$ cat config.mk
export PLATFORM = sky130hd
export DESIGN_NAME = wb_stage
export DESIGN_NICKNAME = d
export VERILOG_FILES = /design/src/rtl/wb_stage.sv
export SDC_FILE = /design/constraint.sdc
export NUM_CORES = 1
export LEC_CHECK = 0
export ABC_CLOCK_PERIOD_IN_PS = 2440
export BUFFER_PORTS_ARGS = -buffer_cell sky130_fd_sc_hd__buf_2
export CAP_MARGIN = 25
export CELL_PAD_IN_SITES_DETAIL_PLACEMENT = 2
export CELL_PAD_IN_SITES_GLOBAL_PLACEMENT = 2
export CORE_ASPECT_RATIO = 1.75
export CORE_MARGIN = 5
export CORE_UTILIZATION = 24
export CTS_CLUSTER_SIZE = 28
export DETAILED_ROUTE_END_ITERATION = 12
export PLACE_DENSITY_LB_ADDON = 0.15
export SYNTH_ARGS = -nofsm -noshare
export SYNTH_HDL_FRONTEND = slang
export SYNTH_SLANG_ARGS = --single-unit
$ cat constraint.sdc
create_clock -name clk -period 2.44 [get_ports clk]
set_clock_uncertainty 0.15 [all_clocks]
set_input_delay 0.122 -clock clk [delete_from_list [all_inputs] [get_ports clk]]
set_output_delay 0.122 -clock clk [all_outputs]
set_load 0.1 [all_outputs]
$ cat src/rtl/wb_stage.sv
// wb_stage: writeback stage of the integer pipeline.
//
// Accepts one entry at a time from the MEM stage. A non-load commits on the
// cycle after it is accepted. A load waits for mem_rvalid, extracts and
// extends the addressed lane from the raw beat, and commits on the following
// cycle. Commits may run back to back because a new entry can be accepted
// during COMMIT.
//
// Ports:
//   clk, rst              clock; synchronous active-high reset
//   in_*                  MEM-stage entry (valid/ready handshake)
//   mem_rvalid, mem_rdata load data return (aligned XLEN-bit beat)
//   wr_en/addr/data       register-file write port
//   pc_wb                 committed pc for diff-test, 0 when not committing
//   fwd_valid/rd/data     bypass of the held entry to decode
//   retire_cnt            committed-instruction counter (wraps)
//
// Lane extraction assumes XLEN is at least 64.
module wb_stage #(
   parameter int unsigned XLEN   = 64,
   parameter int unsigned REG_AW = 5
) (
   input  logic              clk,
   input  logic              rst,
   input  logic              in_valid,
   output logic              in_ready,
   input  logic [XLEN-1:0]   in_pc,
   input  logic [REG_AW-1:0] in_rd,
   input  logic              in_rd_wen,
   input  logic [XLEN-1:0]   in_result,
   input  logic              in_is_load,
   input  logic [1:0]        in_ld_size,
   input  logic              in_ld_unsigned,
   input  logic [2:0]        in_ld_addr_lo,
   input  logic              mem_rvalid,
   input  logic [XLEN-1:0]   mem_rdata,
   output logic              wr_en,
   output logic [REG_AW-1:0] wr_addr,
   output logic [XLEN-1:0]   wr_data,
   output logic [XLEN-1:0]   pc_wb,
   output logic              fwd_valid,
   output logic [REG_AW-1:0] fwd_rd,
   output logic [XLEN-1:0]   fwd_data,
   output logic [63:0]       retire_cnt
);

   localparam logic [1:0] StIdle    = 2'd0;
   localparam logic [1:0] StWaitMem = 2'd1;
   localparam logic [1:0] StCommit  = 2'd2;

   logic [1:0]        state_q, state_d;
   logic [XLEN-1:0]   pc_q;
   logic [REG_AW-1:0] rd_q;
   logic              rd_wen_q;
   logic [XLEN-1:0]   data_q;
   logic [1:0]        ld_size_q;
   logic              ld_unsigned_q;
   logic [2:0]        ld_addr_lo_q;
   logic [63:0]       retire_q;

   logic              accept;
   logic              writes_rd;
   logic [7:0]        ld_byte;
   logic [15:0]       ld_half;
   logic [31:0]       ld_word;
   logic              sext;
   logic [XLEN-1:0]   ld_ext;

   assign in_ready  = (state_q != StWaitMem);
   assign accept    = in_valid && in_ready;
   assign writes_rd = rd_wen_q && (rd_q != '0);

   // Lane select; address bits below the access size are ignored.
   assign ld_byte = mem_rdata[{ld_addr_lo_q, 3'b000} +: 8];
   assign ld_half = mem_rdata[{ld_addr_lo_q[2:1], 4'b0000} +: 16];
   assign ld_word = mem_rdata[{ld_addr_lo_q[2], 5'b00000} +: 32];
   assign sext    = !ld_unsigned_q;

   always_comb begin
      ld_ext = '0;
      unique case (ld_size_q)
         2'd0:    ld_ext = {{(XLEN-8){sext & ld_byte[7]}}, ld_byte};
         2'd1:    ld_ext = {{(XLEN-16){sext & ld_half[15]}}, ld_half};
         2'd2:    ld_ext = {{(XLEN-32){sext & ld_word[31]}}, ld_word};
         2'd3:    ld_ext = mem_rdata;
         default: ld_ext = mem_rdata;
      endcase
   end

   always_comb begin
      state_d = state_q;
      case (state_q)
         StIdle, StCommit: begin
            if (accept) begin
               state_d = in_is_load ? StWaitMem : StCommit;
            end else begin
               state_d = StIdle;
            end
         end
         StWaitMem: begin
            if (mem_rvalid) begin
               state_d = StCommit;
            end
         end
         default: state_d = StIdle;
      endcase
   end

   always_ff @(posedge clk) begin
      if (rst) begin
         state_q       <= StIdle;
         pc_q          <= '0;
         rd_q          <= '0;
         rd_wen_q      <= 1'b0;
         data_q        <= '0;
         ld_size_q     <= 2'd0;
         ld_unsigned_q <= 1'b0;
         ld_addr_lo_q  <= 3'd0;
         retire_q      <= 64'd0;
      end else begin
         state_q <= state_d;
         if (accept) begin
            pc_q          <= in_pc;
            rd_q          <= in_rd;
            rd_wen_q      <= in_rd_wen;
            data_q        <= in_result;
            ld_size_q     <= in_ld_size;
            ld_unsigned_q <= in_ld_unsigned;
            ld_addr_lo_q  <= in_ld_addr_lo;
         end else if ((state_q == StWaitMem) && mem_rvalid) begin
            data_q <= ld_ext;
         end
         if (state_q == StCommit) begin
            retire_q <= retire_q + 64'd1;
         end
      end
   end

   // Visible effects are masked while rst is high so a held entry is dropped
   // without a regfile write even in the cycle reset is raised.
   assign wr_en      = (state_q == StCommit) && writes_rd && !rst;
   assign wr_addr    = rd_q;
   assign wr_data    = data_q;
   assign pc_wb      = ((state_q == StCommit) && !rst) ? pc_q : '0;
   assign fwd_valid  = (state_q != StIdle) && writes_rd && !rst;
   assign fwd_rd     = rd_q;
   assign fwd_data   = data_q;
   assign retire_cnt = retire_q;

endmodule

Yosys cells after proc, flatten, opt, wreduce, memory -nomap -nowiden:

Index checks and enable logic that the tools add are counted.

* register bits: 206
* word-level logic and storage cells: 47
* output and inout port bits: 269

* add/sub/neg operators: 1
* shifts and indexed selects: 3
* bitwise operators: 3
* mux-type cells: 8
* eq/ne operators: 7
* reductions and logical operators: 16

Operators by type and width (count)
* $pmux W64 S4: 1
* $mux W64: 3
* $add A64 B1 Y64 const B: 1
* $shiftx A64 B7 Y16: 1
* $shiftx A64 B7 Y32: 1
* $shiftx A64 B7 Y8: 1
* $logic_and A1 B1 Y1: 8
* $eq A2 B2 Y1 const B: 3
* $mux W2: 3
* $reduce_bool A5 Y1: 1
* $eq A2 B1 Y1 const B: 2
* $logic_not A2 Y1: 2
* $pmux W2 S2: 1
* $reduce_bool A2 Y1: 2
* $and A1 B1 Y1: 3
* $logic_not A1 Y1: 2
* $ne A2 B1 Y1 const B: 1
* $ne A2 B2 Y1 const B: 1
* $reduce_or A2 Y1: 1

Logic depth before layout (Yosys ltp):

Gate-level depths: netlist of the first run.

* depth in word-level cells: 5
* depth in mapped cells: 9
* depth with buffers taken out: 6

Worst setup path before layout of the first run:

Ideal clock, no wire load.

* path kind: flip-flop to flip-flop
* start point: register retire_q[12], in the netlist retire_cnt[12]
* end point: register retire_q[57], in the netlist retire_cnt[57]
* arrival: 3022 ps
* setup slack: -802 ps
* setup time: 70 ps
* clock period less this slack: 3242 ps
* path buffers: 2
* cell stages (with the launch flop): 8
* cells stage by stage: dfxtp_1 > nand4_2 > or4_4 > buf_6 > or3_4 > buf_6 > or4_1 > a21oi_1

* longest elaborated chain between the ends: 1

RTL lines
* from (decl): line 59 `logic [63:0] retire_q;`
* from (signal assigned): line 134 `retire_q <= retire_q + 64'd1;`
* $add A64 B1 Y64: line 134

Every way passes these cells.
A chain may end at the register's enable or synchronous reset.

Worst setup path after layout of the first run:

* start point: register retire_q[36], in the netlist retire_cnt[36]
* end point: register retire_q[61], in the netlist retire_cnt[61]

The elaborated chain is that of the path after synthesis.

==> reports/metrics.cfg, run 1 <==
[worst_hold_path]
hold_class = in2reg

[worst_setup_path]
path_cells = nand4_1, or4_4, or4_4, buf_8, or4_4, a21oi_2
crit_path_end_kind = flip-flop
path_common_cell = or4_4
cp.required_ps = 2750
cp_max_fo = 5
cp_data_arrival_time_ps = 2860
crit_buf_inv = 1
crit_path_top_delay_cell = or4_4
start_kind = flip-flop
cpPeakStageDelay_ps = 580
crit_family = simple AND/OR/NAND/NOR gates
crit_type = reg2reg

[finish]
syn_to_final_growth_pct = 67.7
multiInputGateArea_sq_um = 6440
seq_area_sq_um = 4300
final_cells = 2654
nFillCells = 5075
most-common-layout-cells = buf_2 (409), nand2_1 (263), dlygate4sd3_1 (204)
final_common_cell = buf_2
utilization_pct = 40.6
drive_above_1_share_pct = 39.9
nets = 2262

[synth]
synthFlopType = dfxtp_1
synth-seq-cells = 206
synth-edff-count = 0
yosysWarningCount = 0
ys_async_sr_fraction_pct = 0
synth_area_per_cell_sq_um = 7.91
synth_nets = 1618
seq_area_frac_synth_pct = 37.0
syn_area_sq_um = 11100
synth_cells = 1408
yosysUniqueCellTypes = 58

[timing]
rsz0062_at_grt = true
finalSetupViolCount = 16
fin_crit_ps = 2550
layout_setup_ws_ps = -110
fmax_ghz = 0.392
finalSetupTns_ps = -925
slew_violations = 0
hold_viol = 0
tightest_slew_ps = 834
relSlewSlack_pct = 44.0
fin_crit_sh_pct = 105

[clocking]
cts_root_buf = clkbuf_16
clock-sinks = 206
clk_path_buf_depth = 3
h-tree-depth = 1
path_clk_slew_ps = 60
cts_tree = built
cts_inserted_buffers = 24
worstSkewPairLatency_ps = 530

[place]
gp_congestion = 0.884
pre_cts_ws_ps = -415
portBuffers = 477
hpwl_mm = 45.7
place_inst = 2378

[grt]
grt_start_max_net_pins = 67
grt_pass1_wl_mm = 96.9
grt_pass1_vias = 15497
antenna_found_initial = 5
grt_use_total_pct = 24.0
grt_overflow = 0

[floorplan]
die_w_um = 173
ios = 478
start_util_pct = 24.2
die_y_um = 295
die-area_sq_um = 51000
fp-row-count = 104
coreArea_sq_um = 45900

[route]
drtAntennaViolNets = 0
via_per_inst = 5.17
wirelength_mm = 65.9
vias = 13719
wl_per_cell_um = 24.8
drc_errors = 0
drtIter0Drc = 535
drt-pass1-iter-count = 5

[power_and_ir_drop]
p_leak_uw = 0.00798
powerDensity_nw_per_um2 = 556
peakVddDrop_v = 0.000498

[status]
violations = setup timing
status = complete, but fails checks

[run]
cap_violations = 0

==> state kept, by name, indices dropped and copies added (netlist names) <==
register and flops:
fwd_data 64, pc_q 64, retire_cnt 64, ld_unsigned_q 1, ld_addr_lo_q 3, ld_size_q 2
fwd_rd 5, state_q 2, rd_wen_q 1
==> per-stage QoR <==
stage               cell area [sq um]  hold slack [ps]  power, uW
floorplan                       11400              108       5890
global placement                14300              214       6610
detailed placement              14300              223       6650
CTS                             18200             5.43      10500
global route                    18700             28.2      10800
finish                          18700             27.6      10400
==> final timing paths <==
path | start | slack, ps | cells after the start | end
hold / removal | mem_rdata[22] | 30 | 5 | fwd_data[22]$_SDFFE_PP0P_
setup reg to reg | retire_cnt[36]$_SDFFE_PP0N_ | -110 | 6 | retire_cnt[61]$_SDFFE_PP0N_
setup / recovery | retire_cnt[36]$_SDFFE_PP0N_ | -110 | 6 | retire_cnt[61]$_SDFFE_PP0N_
hold reg to reg | pc_q[31]$_SDFFE_PP0P_ | 300 | 2 | pc_q[31]$_SDFFE_PP0P_
==> logic make-up after synthesis <==
group                    share of synthesized area [%]
flip-flops                                        37.0
multiplexers                                      5.62
XOR/XNOR                                          2.28
buffers and inverters                             9.51
AND/OR/NAND/NOR                                   23.7
AO/OA/AOI/OAI                                     21.8
adder cells (fa/ha/maj)                          0.112
==> cells in the mapped netlist (all sizes together), types with 2 or more instances <==
| cell type | instances | area (sq um) |
|---|---|---|
| a2111oi | 3 | 26.3 |
| a211oi | 13 | 97.6 |
| a21o | 4 | 30.0 |
| a21oi | 172 | 861 |
| a221o | 2 | 20.0 |
| a221oi | 15 | 131 |
| a222oi | 6 | 60.1 |
| a22oi | 33 | 248 |
| a311oi | 5 | 43.8 |
| a32oi | 19 | 166 |
| and2 | 72 | 450 |
| and3 | 5 | 31.3 |
| and3b | 2 | 17.5 |
| and4 | 4 | 35.0 |
| buf | 85 | 599 |
| clkbuf | 105 | 395 |
| dfxtp | 206 | 4120 |
| inv | 17 | 63.8 |
| mux2 | 6 | 67.6 |
| mux2i | 22 | 220 |
| mux4 | 15 | 338 |
| nand2 | 264 | 991 |
| nand2b | 4 | 25.0 |
| nand3 | 40 | 200 |
| nand3b | 3 | 22.5 |
| nand4 | 16 | 106 |
| nor2 | 48 | 180 |
| nor2b | 9 | 56.3 |
| nor3 | 16 | 80.1 |
| nor4 | 9 | 56.3 |
| o21ai | 23 | 115 |
| o22ai | 10 | 62.6 |
| o31ai | 62 | 465 |
| o32ai | 3 | 26.3 |
| o41ai | 3 | 26.3 |
| or2 | 6 | 37.5 |
| or3 | 12 | 80.1 |
| or4 | 30 | 229 |
| xnor2 | 16 | 140 |
| xor2 | 13 | 114 |
==> report_power, final <==
part	switching, uW	internal, uW	total [uW]
clock	1540	1900	3440
combinational	2400	895	3300
sequential	162	3490	3650
==> layer usage <==
metal  track usage [%]  up-vias  routed length (um)
li1                  -     6293                   -
met1              23.8     6780               22500
met2              47.8      490               36400
met3              3.59      152                2850
met4              11.9        4                4130
met5                 0        -                  14
==> area by class of cell <==
| class | count | share of cell area [%] |
|---|---|---|
| flip-flops and latches | 206 | 23.0 |
| repair buffers | 803 | 34.3 |
| inverters | 17 | 0.342 |
| diodes | 3 | 0.0402 |
| well taps | 583 | 3.91 |
| clock buffers | 34 | 3.59 |
| multi-input cells | 1000 | 34.5 |
| clock inverters | 8 | 0.221 |
==> worst register-to-register path: stages, from the launching register on <==
cell and delay (ps):
dfxtp_4 340, nand4_1 110, or4_4 580, or4_4 520, buf_8 170, or4_4 480, a21oi_2 140
==> timing repair <==
| action | CTS | global route |
|---|---|---|
| buffers inserted | 14 | 3 |
| setup endpoints to repair | 94 | 124 |
| cloned | 7 | 3 |
| hold buffers | 204 | 0 |
| pin swaps | 23 | 23 |
| resized for setup | 250 | 89 |
| endpoints found under the hold margin | 142 | 0 |
Note: power is estimated with default switching activity, not from simulation.
==> inputs of run 2 (changes only) <==
==> constraint.sdc (replaced) <==
create_clock -name clk -period 2.44 [get_ports clk]
set_clock_uncertainty 0.15 [all_clocks]
set_input_delay 0.488 -clock clk [delete_from_list [all_inputs] [get_ports clk]]
set_output_delay 0.488 -clock clk [all_outputs]
set_load 0.1 [all_outputs]
==> reports/metrics.cfg, run 2 (synthesis gave the netlist of run 1 again) <==
[clocking]
hold_buffers = 0  ; -100%
clock-sinks = 206  ; unchanged
path_clk_slew_ps = 60  ; about the same
cts_root_buf = clkbuf_16
cts_tree = built
worstSkewPairLatency_ps = 540  ; about the same
clk_path_buf_depth = 3  ; unchanged
h-tree-depth = 1  ; unchanged
cts_inserted_buffers = 24  ; unchanged

[grt]
grt_use_total_pct = 23.2  ; -0.79 points
grt_pass1_wl_mm = 91.9  ; -5.1%
grt_overflow = 0  ; unchanged
grt_pass1_vias = 14274  ; -7.9%
grt_start_max_net_pins = 66  ; -1.5%
antenna_found_initial = 8  ; +3

[place]
pre_cts_ws_ps = -174  ; +241 ps
hpwl_mm = 47.6  ; +4.2%
gp_congestion = 0.888  ; +0.38%
place_inst = 2395  ; +0.71%
portBuffers = 477  ; unchanged

[timing]
finalSetupViolCount = 54  ; +38
finalSetupTns_ps = -2560  ; -1630 ps
fmax_ghz = 0.391  ; -0.30%
slew_violations = 0  ; unchanged
hold_viol = 0  ; unchanged
relSlewSlack_pct = 45.9  ; +1.9 points
fin_crit_sh_pct = 105  ; +0.32 points
rsz0062_at_grt = true
layout_setup_ws_ps = -118  ; -7.77 ps
fin_crit_ps = 2560  ; +7.77 ps
tightest_slew_ps = 812  ; -22.3 ps

[power_and_ir_drop]
p_leak_uw = 0.00738  ; -7.6%
powerDensity_nw_per_um2 = 597  ; +7.3%
peakVddDrop_v = 0.000481  ; -3.5%

[floorplan]
die-area_sq_um = 51000  ; unchanged
die_w_um = 173  ; unchanged
die_y_um = 295  ; unchanged
start_util_pct = 24.2  ; unchanged
fp-row-count = 104  ; unchanged
coreArea_sq_um = 45900  ; unchanged
ios = 478  ; unchanged

[status]
violations = setup timing
status = complete, but fails checks

[worst_setup_path]
start_kind = flip-flop
crit_type = reg2reg
cp_max_fo = 8  ; +3
cp.required_ps = 2730  ; -20 ps
worstReg2RegEnd = retire_cnt[50]$_SDFFE_PP0N_
path_cells = nand4_1, or4_4, or4_4, buf_12, or4_4, a21oi_2
path_common_cell = or4_4
cpPeakStageDelay_ps = 620  ; +40 ps
rr_worst_depth = 6  ; unchanged
r2r_slack_ps = -120  ; about the same
crit_path_end_kind = flip-flop
reg2reg_from = retire_cnt[36]$_SDFFE_PP0N_
cp_data_arrival_time_ps = 2850  ; about the same
crit_path_top_delay_cell = or4_4

[finish]
nFillCells = 5236  ; +3.2%
drive_above_1_share_pct = 47.6  ; +7.7 points
utilization_pct = 37.5  ; -3.1 points
final_common_cell = buf_2
nets = 2091  ; -7.6%
final_cells = 2483  ; -6.4%
syn_to_final_growth_pct = 54.8
most-common-layout-cells = buf_2 (409), nand2_1 (263), a21oi_1 (151)

[route]
via_per_inst = 5.17  ; about the same
met1_length_mm = 21.7  ; -3.8%
vias = 12838  ; -6.4%
wl_per_cell_um = 25.6  ; +3.1%
top_layer_used = met5
drtAntennaViolNets = 0  ; unchanged
wirelength_mm = 63.6  ; -3.5%
drc_errors = 0  ; unchanged
wl_met3_mm = 2.68  ; -5.9%
route.met2.wl_mm = 36.5  ; +0.15%
drt-pass1-iter-count = 5  ; unchanged
drtIter0Drc = 549  ; +2.6%

[worst_hold_path]
hold_class = in2reg
hold_depth = 3  ; -2
min_from = in_pc[36]
worstHoldEndpoint = pc_q[36]$_SDFFE_PP0P_

[run]
cap_violations = 0  ; unchanged

-- run 2: changes by cell type in the layout (fill, tap and decap cells not counted), sizes merged --
cell         delta
inv             +1
or2             -1
dlygate4sd3   -204
clkinv          -7
diode           -2
clkbuf         +11
buf            +31
bufbuf          -1
or3             +1
-- run 2: worst max path at each step --
stage                                      from                           to  slack, ps  cells past startpoint
finish              retire_cnt[36]$_SDFFE_PP0N_  retire_cnt[50]$_SDFFE_PP0N_       -120                      6
global route        retire_cnt[36]$_SDFFE_PP0N_  retire_cnt[62]$_SDFFE_PP0N_       -170                      6
CTS                      fwd_rd[3]$_SDFFE_PP0P_                    fwd_valid       -180                      5
detailed placement  retire_cnt[36]$_SDFFE_PP0N_  retire_cnt[60]$_SDFFE_PP0N_       -170                      6
global placement                  mem_rdata[55]     fwd_data[7]$_SDFFE_PP0P_       -510                      7
floorplan           retire_cnt[35]$_SDFFE_PP0N_  retire_cnt[61]$_SDFFE_PP0N_       -190                      6
-- run 2: power breakdown --
part           internal (uW)  leakage (uW)  switching, uW  total (uW)
Sequential              3490       0.00173            153        3640
Combinational            701       0.00527           2330        3030
Clock                   2080      0.000373           1540        3620
-- run 2: area by class of cell --
class	instances	area (sq um)	share of cell area, %
diodes	1	2.50	0.0145
inverters	17	63.8	0.370
clock buffers	42	749	4.35
well taps	583	729	4.23
clock inverters	2	17.5	0.102
flip-flops and latches	206	4310	25.0
repair buffers	632	4840	28.1
multi-input cells	1000	6520	37.8
-- run 2: metal layers --
metal | global-route usage, % | vias to the layer above
li1 | - | 5933
met1 | 22.4 | 6400
met2 | 47.7 | 400
met3 | 4.18 | 95
met4 | 9.21 | 10
met5 | 0 | -
-- run 2: repair_timing --
item | in CTS | in global routing
hold endpoints to repair | 0 | 0
gates resized for setup | 43 | 125
cloned | 6 | 6
pin swaps | 12 | 73
setup endpoints to repair | 101 | 116
buffers inserted | 23 | 13
-- run 2: stage by stage --
step	area, sq um	power (uW)	hold WS, ps
2_1_floorplan	11500	5900	282
3_3_place_gp	15500	6680	288
3_5_place_dp	15500	6710	295
4_1_cts	16800	10400	9.71
5_1_grt	17200	10700	27.0
6_report	17200	10300	39.8
-- run 2: worst max-delay path: cells and delay by family, from the launching register on --
kind,cells,cell delay (ps)
AO/OA/AOI/OAI,1,130
buffers and inverters,1,170
flip-flops,1,340
AND/OR/NAND/NOR,4,1660
